File: config.mk
export PLATFORM = sky130hd
export DESIGN_NAME = arb_fifo_bridge_flat
export DESIGN_NICKNAME = d
export VERILOG_FILES = /design/src/rtl/arb_fifo_bridge_if.sv /design/src/rtl/arb_fifo_bridge.sv /design/src/flat_wrapper.sv
export SDC_FILE = /design/constraint.sdc
export NUM_CORES = 1
export LEC_CHECK = 0
export CAP_MARGIN = 10
export CORE_MARGIN = 3
export CORE_UTILIZATION = 65
export DETAILED_ROUTE_END_ITERATION = 10
export PLACE_DENSITY = 0.85
export SLEW_MARGIN = 0
export SYNTH_ARGS = -nofsm -noshare
export SYNTH_HDL_FRONTEND = slang
export SYNTH_SLANG_ARGS = --single-unit
export TNS_END_PERCENT = 30
File: constraint.sdc
create_clock -name BUS_CLK -period 9.6 [get_ports BUS_CLK]
set_input_delay 2.88 -clock BUS_CLK [delete_from_list [all_inputs] [get_ports BUS_CLK]]
set_output_delay 2.88 -clock BUS_CLK [all_outputs]
set_load 0.1 [all_outputs]
File: src/rtl/arb_fifo_bridge_if.sv
// rtl/arb_fifo_bridge_if.sv - handshake, flag and statistics bundle for arb_fifo_bridge
//
// Purpose : groups the arbiter-side write port, the consumer-side FWFT read port,
//           the occupancy flags and the monitoring counters into one bundle.
// Ports   : ARB_WRITE/ARB_DATA/ARB_READY   arbiter word input and back-pressure
//           OUT_VALID/OUT_DATA/OUT_READ    head-of-buffer word and pop strobe
//           FIFO_FULL/FIFO_NEAR_FULL       occupancy flags (TLU veto)
//           OCCUPANCY/MAX_OCCUPANCY        current and high-watermark word count
//           LOST_CNT/CLR_STATS             dropped-word counter and statistics clear
// Modports: slave  = bridge side, master = arbiter/consumer/monitor side.
interface arb_fifo_bridge_if #(
    parameter int AW = 4
);
    logic          ARB_WRITE;
    logic [31:0]   ARB_DATA;
    logic          ARB_READY;
    logic          OUT_VALID;
    logic [31:0]   OUT_DATA;
    logic          OUT_READ;
    logic          FIFO_FULL;
    logic          FIFO_NEAR_FULL;
    logic [AW:0]   OCCUPANCY;
    logic [AW:0]   MAX_OCCUPANCY;
    logic [15:0]   LOST_CNT;
    logic          CLR_STATS;

    modport slave (
        input  ARB_WRITE, ARB_DATA, OUT_READ, CLR_STATS,
        output ARB_READY, OUT_VALID, OUT_DATA, FIFO_FULL, FIFO_NEAR_FULL,
               OCCUPANCY, MAX_OCCUPANCY, LOST_CNT
    );

    modport master (
        output ARB_WRITE, ARB_DATA, OUT_READ, CLR_STATS,
        input  ARB_READY, OUT_VALID, OUT_DATA, FIFO_FULL, FIFO_NEAR_FULL,
               OCCUPANCY, MAX_OCCUPANCY, LOST_CNT
    );
endinterface

File: src/rtl/arb_fifo_bridge.sv
// rtl/arb_fifo_bridge.sv - FWFT elastic buffer between core arbiter and readout stage
//
// Purpose : stores 32-bit arbiter words in a first-word-fall-through buffer of DEPTH
//           words (output register + DEPTH-1 memory slots), presents them with a
//           valid/read handshake, drives full/near-full flags back to the core and
//           keeps occupancy, high-watermark and lost-word statistics.
// Ports   : BUS_CLK    single clock
//           BUS_RST_N  asynchronous active-low reset
//           bus        arb_fifo_bridge_if.slave (see interface for member list)
module arb_fifo_bridge #(
    parameter int DEPTH         = 16,
    parameter int AW            = 4,
    parameter int NEAR_FULL_THR = 12
) (
    input  logic                  BUS_CLK,
    input  logic                  BUS_RST_N,
    arb_fifo_bridge_if.slave      bus
);

    typedef enum logic [1:0] {
        ST_EMPTY  = 2'd0,   // nothing held, output register invalid
        ST_HEAD   = 2'd1,   // only the output register holds a word
        ST_STREAM = 2'd2    // output register valid, memory holds further words
    } state_t;

    localparam logic [AW:0] OCC_FULL = (AW+1)'(DEPTH);
    localparam logic [AW:0] OCC_NEAR = (AW+1)'(NEAR_FULL_THR);

    state_t        state_q, state_d;
    logic          valid_q, valid_d;
    logic [31:0]   data_q, data_d;
    logic [AW-1:0] wr_ptr_q, wr_ptr_d;
    logic [AW-1:0] rd_ptr_q, rd_ptr_d;
    logic [AW:0]   occ_q, occ_d;
    logic [AW:0]   max_q, max_d;
    logic          full_q, full_d;
    logic          near_q, near_d;
    logic [15:0]   lost_q, lost_d;

    logic [31:0]   mem [DEPTH];
    logic          mem_we;
    logic          ready;
    logic          push;
    logic          pop;

    // Ready comes from the registered count only, so OUT_READ never reaches it.
    assign ready = (occ_q != OCC_FULL);
    assign push  = bus.ARB_WRITE & ready;
    assign pop   = bus.OUT_READ & valid_q;

    always_comb begin
        state_d  = state_q;
        valid_d  = valid_q;
        data_d   = data_q;
        wr_ptr_d = wr_ptr_q;
        rd_ptr_d = rd_ptr_q;
        mem_we   = 1'b0;

        case (state_q)
            ST_EMPTY: begin
                if (push) begin
                    data_d  = bus.ARB_DATA;
                    valid_d = 1'b1;
                    state_d = ST_HEAD;
                end
            end
            ST_HEAD: begin
                if (push && pop) begin
                    data_d = bus.ARB_DATA;
                end else if (push) begin
                    mem_we   = 1'b1;
                    wr_ptr_d = wr_ptr_q + AW'(1);
                    state_d  = ST_STREAM;
                end else if (pop) begin
                    valid_d = 1'b0;
                    state_d = ST_EMPTY;
                end
            end
            ST_STREAM: begin
                if (push) begin
                    mem_we   = 1'b1;
                    wr_ptr_d = wr_ptr_q + AW'(1);
                end
                if (pop) begin
                    data_d   = mem[rd_ptr_q];
                    rd_ptr_d = rd_ptr_q + AW'(1);
                    // Last memory word moved into the output register.
                    if (!push && ((rd_ptr_q + AW'(1)) == wr_ptr_q)) begin
                        state_d = ST_HEAD;
                    end
                end
            end
            default: begin
                state_d = ST_EMPTY;
                valid_d = 1'b0;
            end
        endcase

        occ_d  = occ_q + (AW+1)'(push) - (AW+1)'(pop);
        full_d = (occ_d == OCC_FULL);
        near_d = (occ_d >= OCC_NEAR);

        // Clear wins; the watermark then re-acquires the live count next cycle.
        if (bus.CLR_STATS) begin
            max_d = '0;
        end else if (occ_d > max_q) begin
            max_d = occ_d;
        end else begin
            max_d = max_q;
        end

        if (bus.CLR_STATS) begin
            lost_d = '0;
        end else if (bus.ARB_WRITE && !ready && (lost_q != 16'hFFFF)) begin
            lost_d = lost_q + 16'd1;
        end else begin
            lost_d = lost_q;
        end
    end

    always_ff @(posedge BUS_CLK or negedge BUS_RST_N) begin
        if (!BUS_RST_N) begin
            state_q  <= ST_EMPTY;
            valid_q  <= 1'b0;
            data_q   <= '0;
            wr_ptr_q <= '0;
            rd_ptr_q <= '0;
            occ_q    <= '0;
            max_q    <= '0;
            full_q   <= 1'b0;
            near_q   <= 1'b0;
            lost_q   <= '0;
        end else begin
            state_q  <= state_d;
            valid_q  <= valid_d;
            data_q   <= data_d;
            wr_ptr_q <= wr_ptr_d;
            rd_ptr_q <= rd_ptr_d;
            occ_q    <= occ_d;
            max_q    <= max_d;
            full_q   <= full_d;
            near_q   <= near_d;
            lost_q   <= lost_d;
        end
    end

    // Storage needs no reset: pointers and state decide which entries are live.
    always_ff @(posedge BUS_CLK) begin
        if (mem_we) begin
            mem[wr_ptr_q] <= bus.ARB_DATA;
        end
    end

    assign bus.ARB_READY      = ready;
    assign bus.OUT_VALID      = valid_q;
    assign bus.OUT_DATA       = data_q;
    assign bus.FIFO_FULL      = full_q;
    assign bus.FIFO_NEAR_FULL = near_q;
    assign bus.OCCUPANCY      = occ_q;
    assign bus.MAX_OCCUPANCY  = max_q;
    assign bus.LOST_CNT       = lost_q;

endmodule

File: src/flat_wrapper.sv
// flat-port wrapper written by rule: the top's interface ports become plain ports
module arb_fifo_bridge_flat 
#(
    parameter int DEPTH         = 16,
    parameter int AW            = 4,
    parameter int NEAR_FULL_THR = 12
)
  (BUS_CLK, BUS_RST_N, bus_ARB_WRITE, bus_ARB_DATA, bus_OUT_READ, bus_CLR_STATS, bus_ARB_READY, bus_OUT_VALID, bus_OUT_DATA, bus_FIFO_FULL, bus_FIFO_NEAR_FULL, bus_OCCUPANCY, bus_MAX_OCCUPANCY, bus_LOST_CNT);
  arb_fifo_bridge_if #(.AW(AW)) bus_i ();
  input  logic BUS_CLK;
  input  logic BUS_RST_N;
  input wire logic [$bits(bus_i.ARB_WRITE)-1:0] bus_ARB_WRITE;
  input wire logic [$bits(bus_i.ARB_DATA)-1:0] bus_ARB_DATA;
  input wire logic [$bits(bus_i.OUT_READ)-1:0] bus_OUT_READ;
  input wire logic [$bits(bus_i.CLR_STATS)-1:0] bus_CLR_STATS;
  output wire logic [$bits(bus_i.ARB_READY)-1:0] bus_ARB_READY;
  output wire logic [$bits(bus_i.OUT_VALID)-1:0] bus_OUT_VALID;
  output wire logic [$bits(bus_i.OUT_DATA)-1:0] bus_OUT_DATA;
  output wire logic [$bits(bus_i.FIFO_FULL)-1:0] bus_FIFO_FULL;
  output wire logic [$bits(bus_i.FIFO_NEAR_FULL)-1:0] bus_FIFO_NEAR_FULL;
  output wire logic [$bits(bus_i.OCCUPANCY)-1:0] bus_OCCUPANCY;
  output wire logic [$bits(bus_i.MAX_OCCUPANCY)-1:0] bus_MAX_OCCUPANCY;
  output wire logic [$bits(bus_i.LOST_CNT)-1:0] bus_LOST_CNT;
  assign bus_i.ARB_WRITE = bus_ARB_WRITE;
  assign bus_i.ARB_DATA = bus_ARB_DATA;
  assign bus_i.OUT_READ = bus_OUT_READ;
  assign bus_i.CLR_STATS = bus_CLR_STATS;
  assign bus_ARB_READY = bus_i.ARB_READY;
  assign bus_OUT_VALID = bus_i.OUT_VALID;
  assign bus_OUT_DATA = bus_i.OUT_DATA;
  assign bus_FIFO_FULL = bus_i.FIFO_FULL;
  assign bus_FIFO_NEAR_FULL = bus_i.FIFO_NEAR_FULL;
  assign bus_OCCUPANCY = bus_i.OCCUPANCY;
  assign bus_MAX_OCCUPANCY = bus_i.MAX_OCCUPANCY;
  assign bus_LOST_CNT = bus_i.LOST_CNT;
  arb_fifo_bridge #(.DEPTH(DEPTH), .AW(AW), .NEAR_FULL_THR(NEAR_FULL_THR)) u_core (.BUS_CLK(BUS_CLK), .BUS_RST_N(BUS_RST_N), .bus(bus_i));
endmodule
==> run metrics, run 1 <==
status=finished, final reports clean; chip height=194 microns; critical path required time=10.04 ns; P per Cell Area=298 nW/um^2; HPWL after detailed placement=26.0 mm; top post-synthesis cells by area=edfxtp_1, mux4_2, dfrtp_1; crit path capture type=flop; CP Launch Type=primary input; ys flop type=edfxtp_1; Final Instance Area=26,200 sq um; routed len/inst=28.2 microns; synthesized area=23,000 sq um; Place WS=3.12 ns; worst skew pair latency=0.57 ns; fraction of layout cells with a size suffix above 1=19.0%; nets=1,359; Sw Pwr=2.73 mW; die area=37,700 sq um; sequential cell fraction of total power=40.2%; worst path cell trace=clkdlybuf4s50_1, nand2_1, inv_1, ha_1, inv_1, ha_1, inv_1, fa_1, inv_1, ha_1, nor2b_1, o211ai_1, a21oi_1, maj3_1, mux2_2; Longest Clk Path Bufs=3; Worst path slowest cell=fa_1; placed cells=1,699; total gr overflow=0; Hold WC Path Type=reg -> reg; cell taking the most area after synthesis=edfxtp_1; fmax=0.168 GHz; Total GRT Usage=27.4%; Routability Congestion=0.802; Initial Utilization=66.2%; final max-slew violation count=0; Clk pwr share=27.1%; share of total power in combinational logic=32.7%; Post-Layout Cell Count=1,800; Synth Register Bits=583; P_int=5.07 mW; critical setup path kind=in -> reg; storage element area=17,200 sq um; IO Pins=99; Sum Neg Setup Slack=0 ns; Synth top area share=66.9%; CTS Buf Count=54; RSZ-0062 raised after global routing=no; # DRC=0; worst vdd ir=0.365 mV; final hold viol count=0; DRT antenna net count=0; CP top delay family=adder cells; pin count of the biggest net entering global routing=72; Post-Syn Instances=1,192; multi-input logic area=5520 sq um; final worst slack=3.66 ns; Pre-Repair DR Iteration Count=5; unique cell type count in the Yosys netlist=51; slowest stage delay, CP=0.56 ns; Vias=12,200; Mapped Nets=1,250; number of max-cap violations=0; area grow syn2layout=14.0%; yosys warns=0; initial antenna violation count=0; # fillers=1,820; Post-CTS Setup Inserts=0; Slew HR=16.6%; sequential element share of the synthesized area=74.6%; min Tclk post-route=5.94 ns; CTS tree=built; utilization after layout=75.5%; DRT iter0 DRCs=1,289; CP Data Arrival Time=6.38 ns; Placeable Area=34,700 sq um; CTS H-Tree Depth=2; # hold bufs at CTS=0; Row Count=68; sw frac=35.0%; buffers and inverters on the worst path=5; number of flops mapped to enable cells by yosys=512; FFs w/ async S/R, synth=12.2%; Worst Path Max Fanout=8; Post-Route WL=50.7 mm; Avg Synthesized Cell Area=19.3 sq um; Cell Area, Placed=24,500 sq um; # setup viols final=0; Power Total=7.80 mW; Post-Route Skew=0.0127 ns; hold_ws=0.523 ns; CTS root buf=clkbuf_16; Worst-path clk slew=0.06 ns; post-DR vias/cell=6.77; P_leak=8.49 nW; Sink Count=583; die span in x=194 microns; first-pass GRT wire length=78.4 mm; Worst Tran Pin Value=1.25 ns; vias in the first global route=12,700; PortBufs=98; Final period util=61.9%; ant diodes=0; post-CTS sizing=0; CP most frequent cell=inv_1
-- layout make-up --
class / count / share of cell area (%)
Timing Repair Buffer: 117 / 4.32
Sequential cell: 583 / 65.5
Inverter: 25 / 0.377
Clock buffer: 76 / 5.55
Multi-Input combinational cell: 520 / 21.1
Tap cell: 455 / 2.17
Clock inverter: 24 / 1.05
-- logic make-up after synthesis --
group           after synthesis  synth area share (%)
flops                       583                  74.6
fa+ha+maj                    22                  1.22
compound gates              193                  5.31
simple gates                142                  2.98
buf+inv                      89                  1.98
xor+xnor                     28                  1.07
mux                         135                  12.9
-- state kept, by name, indices dropped and copies added (netlist names), 2 cells and up --
name	cells
u_core.bus.OUT_DATA	32
u_core.bus.LOST_CNT	16
u_core.bus.MAX_OCCUPANCY	5
u_core.wr_ptr_q	4
u_core.mem	512
u_core.bus.OCCUPANCY	5
u_core.state_q	2
u_core.rd_ptr_q	4
-- cells in the final DEF, fill, tap and decap left out, types with 3 or more instances in the layout --
cell,instances
and4_1,3
nor3_2,4
a21oi_1,106
clkinv_1,5
inv_1,22
mux2_2,3
a21o_1,5
bufinv_16,6
nand3_1,9
nand2b_1,7
clkdlybuf4s50_1,97
ha_1,20
xor2_1,8
nor3_1,4
nor2_4,13
or4_1,3
clkbuf_1,21
a22oi_1,64
nand4_1,5
mux4_2,128
nand2_1,18
clkinvlp_4,3
mux2i_1,3
clkinv_2,9
nor4_1,3
xnor2_1,20
clkbuf_16,55
buf_4,19
nor2_1,60
edfxtp_1,512
dfrtp_1,69
a211oi_1,5
-- power by group through the flow --
| stage | Sequential [mW] | Combinational, mW | Clock (mW) |
|---|---|---|---|
| floorplan | 3.72 | 1.41 | 0 |
| global placement | 3.18 | 2.46 | 0 |
| detailed placement | 3.19 | 2.51 | 0 |
| CTS | 3.14 | 2.57 | 2.13 |
| global route | 3.17 | 2.70 | 2.23 |
| finish | 3.14 | 2.55 | 2.11 |
-- final timing paths --
kind / startpoint / to / slack (ns) / cells past startpoint
min in group asynchronous: BUS_RST_N / u_core.bus.OUT_DATA[25]$_DFFE_PN0P_ / 2.48 / 1
worst max register to register: u_core.bus.OCCUPANCY[3]$_DFF_PN0_ / u_core.bus.MAX_OCCUPANCY[1]$_DFFE_PN0P_ / 6.00 / 16
max in group asynchronous: BUS_RST_N / u_core.rd_ptr_q[1]$_DFFE_PN0P_ / 6.39 / 1
worst min register to register: u_core.bus.OUT_DATA[25]$_DFFE_PN0P_ / u_core.bus.OUT_DATA[25]$_DFFE_PN0P_ / 0.52 / 2
worst min-delay path: u_core.bus.OUT_DATA[25]$_DFFE_PN0P_ / u_core.bus.OUT_DATA[25]$_DFFE_PN0P_ / 0.52 / 2
worst max-delay path: bus_OUT_READ / u_core.bus.MAX_OCCUPANCY[1]$_DFFE_PN0P_ / 3.66 / 15
-- tightest hold or removal path: cells and delay by family, from the launching register on --
kind               cells  cell delay, ns
AOI/OAI and AO/OA      1            0.10
DFF                    1            0.34
and+or+nand+nor        1            0.05
-- Yosys cell counts, drive strengths merged (5+ instances only) --
library cell,n
dfrtp,71
xnor2,20
a22oi,64
nand3,9
ha,20
clkbuf,29
nand4,5
a21o,5
mux4,128
nand2,19
xor2,8
nor3,8
inv,25
buf,35
a21oi,106
a211oi,5
nand2b,7
edfxtp,512
nor2,73
-- layer usage --
layer / routed length (microns) / GRT usage, %
met1: 18800 / 38.2
met2: 26200 / 45.6
met3: 4280 / 4.14
met4: 1490 / 9.65
met5: 0 / 0
No activity file was read; power rests on OpenSTA's default activity.
==> run 2: changes to the inputs <==
--- a/config.mk
+++ b/config.mk
@@ -7,9 +7,9 @@
 export LEC_CHECK = 0
 export CAP_MARGIN = 10
 export CORE_MARGIN = 3
-export CORE_UTILIZATION = 65
+export CORE_UTILIZATION = 60
 export DETAILED_ROUTE_END_ITERATION = 10
-export PLACE_DENSITY = 0.85
+export PLACE_DENSITY = 0.79
 export SLEW_MARGIN = 0
 export SYNTH_ARGS = -nofsm -noshare
 export SYNTH_HDL_FRONTEND = slang
==> constraint.sdc (replaced) <==
create_clock -name BUS_CLK -period 5.85 [get_ports BUS_CLK]
set_input_delay 1.755 -clock BUS_CLK [delete_from_list [all_inputs] [get_ports BUS_CLK]]
set_output_delay 1.755 -clock BUS_CLK [all_outputs]
set_load 0.1 [all_outputs]
==> run 2 against run 1 <==
Total power is 63% higher. Clock skew is 0.0022 ns higher. Combinational power is 65% higher. Largest cell class unchanged.
==> run metrics, run 2 (synthesis gave the netlist of run 1 again) <==
P_leak=8.59 nW; routed len/inst=26.2 microns; highest routed layer=met4; # setup viols final=0; Row Count=71; Post-CTS Setup Inserts=0; CTS root buf=clkbuf_16; Pre-Repair DR Iteration Count=5; # hold bufs at CTS=0; nets=1,375; utilization after layout=70.0%; CP Launch Type=primary input; Slew HR=19.0%; die area=40,700 sq um; most frequent cells in the layout=edfxtp_1, mux4_2, a21oi_1; Total GRT Usage=24.6%; initial antenna violation count=0; Place WS=0.562 ns; Routability Congestion=0.790; worst vdd ir=0.416 mV; CTS H-Tree Depth=2; critical path required time=6.33 ns; IO Pins=99; # DRC=0; min Tclk post-route=4.71 ns; Worst Tran Pin Value=1.21 ns; status=finished, final reports clean; CP Launch Point=bus_OUT_READ; critical setup path kind=in -> reg; final worst slack=1.14 ns; CP Data Arrival Time=5.18 ns; vias in the first global route=12,500; R2R setup slack=2.32 ns; Met1 Routed Length=19.2 mm; pin count of the biggest net entering global routing=89; R2R depth=16; Worst Path Max Fanout=8; area grow syn2layout=15.0%; Post-Route WL=49.1 mm; Detail Route met2 WL=24.7 mm; HPWL after detailed placement=27.1 mm; PortBufs=98; RR Endpoint=u_core.bus.MAX_OCCUPANCY[1]$_DFFE_PN0P_; CP endpoint=u_core.bus.MAX_OCCUPANCY[1]$_DFFE_PN0P_; worst skew pair latency=0.60 ns; Hold WC Path Type=reg -> reg; RSZ-0062 raised after global routing=no; final max-slew violation count=0; fraction of layout cells with a size suffix above 1=20.2%; crit path capture type=flop; CTS Buf Count=55; Vias=11,900; storage element area=17,200 sq um; Worst-path clk slew=0.06 ns; max reg flops=512; final hold viol count=0; CTS tree=built; met3 wire length=3.76 mm; Post-Route Skew=0.0149 ns; chip height=202 microns; reg-to-reg startpoint=u_core.bus.OCCUPANCY[2]$_DFF_PN0_; DRT antenna net count=0; Initial Utilization=60.9%; Longest Clk Path Bufs=3; multi-input logic area=5520 sq um; most common cell after layout, fill and taps aside=edfxtp_1; hold_ws=0.526 ns; # fillers=2,256; total gr overflow=0; ant diodes=0; number of max-cap violations=0; first-pass GRT wire length=75.6 mm; post-CTS sizing=0; post-DR vias/cell=6.36; Sum Neg Setup Slack=0 ns; DRT iter0 DRCs=1,080; fmax=0.212 GHz; P per Cell Area=482 nW/um^2; die span in x=202 microns; Final period util=80.5%; Sink Count=583; Placeable Area=37,800 sq um; Biggest register=u_core.mem
==> run 2: changes by cell type in the layout (fill, tap and decap cells not counted) <==
cell / before / now
buf_12: 1 / 4
buf_4: 19 / 31
bufinv_16: 6 / 2
clkbuf_1: 21 / 20
clkbuf_16: 55 / 56
clkbuf_8: 0 / 6
clkinv_2: 9 / 11
clkinv_8: 0 / 1
clkinvlp_4: 3 / 1
inv_6: 1 / 2
==> run 2: worst min path at each step <==
stage                                   startpoint                                   to  slack, ns  cells after the start
2_1_floorplan        u_core.state_q[1]$_DFFE_PN0P_        u_core.state_q[1]$_DFFE_PN0P_       0.52                      1
3_3_place_gp   u_core.bus.OUT_DATA[31]$_DFFE_PN0P_  u_core.bus.OUT_DATA[31]$_DFFE_PN0P_       0.51                      2
3_5_place_dp   u_core.bus.OUT_DATA[27]$_DFFE_PN0P_  u_core.bus.OUT_DATA[27]$_DFFE_PN0P_       0.52                      2
4_1_cts        u_core.bus.OUT_DATA[27]$_DFFE_PN0P_  u_core.bus.OUT_DATA[27]$_DFFE_PN0P_       0.53                      2
5_1_grt        u_core.bus.OUT_DATA[17]$_DFFE_PN0P_  u_core.bus.OUT_DATA[17]$_DFFE_PN0P_       0.57                      2
6_report       u_core.bus.OUT_DATA[24]$_DFFE_PN0P_  u_core.bus.OUT_DATA[24]$_DFFE_PN0P_       0.53                      2
==> run 2: final cells by class <==
class / count / area share [%]
sequential: 583 / 64.9
multi-input combinational: 520 / 20.9
clock buffer: 82 / 5.90
timing repair buffer: 132 / 4.86
tap: 511 / 2.42
clock inverter: 22 / 0.663
inverter: 25 / 0.374
==> run 2: metal layers <==
| metal | vias to the layer above | track usage (%) |
|---|---|---|
| met1 | 6174 | 34.6 |
| met5 | - | 0 |
| met3 | 111 | 4.29 |
| met4 | 0 | 8.32 |
| met2 | 562 | 40.0 |
| li1 | 5079 | - |
==> run 2: where the power goes <==
part | internal, mW | leakage (nW) | switching [mW]
clock network | 1.93 | 0.852 | 1.50
logic | 1.53 | 2.27 | 2.69
registers | 4.81 | 5.47 | 0.293
total | 8.27 | 8.59 | 4.48
==> run 2: critical path, stage by stage <==
cell and delay [ns]:
clkdlybuf4s50_1 0.50, nand2_1 0.18, inv_1 0.19, ha_1 0.21, inv_1 0.05, ha_1 0.27, a21o_1 0.16, a21oi_1 0.17
xor2_1 0.37, ha_1 0.33, a21oi_1 0.16, a21oi_1 0.08, maj3_1 0.46, mux2_2 0.31
==> run 2: through the flow <==
step	power, mW	instances	instance area (sq um)
after floorplan	8.43	1192	23000
after global placement	9.32	1771	24700
after detailed placement	9.40	1771	24700
after CTS	12.8	1875	26400
after global routing	13.3	1875	26400
final	12.8	1875	26400
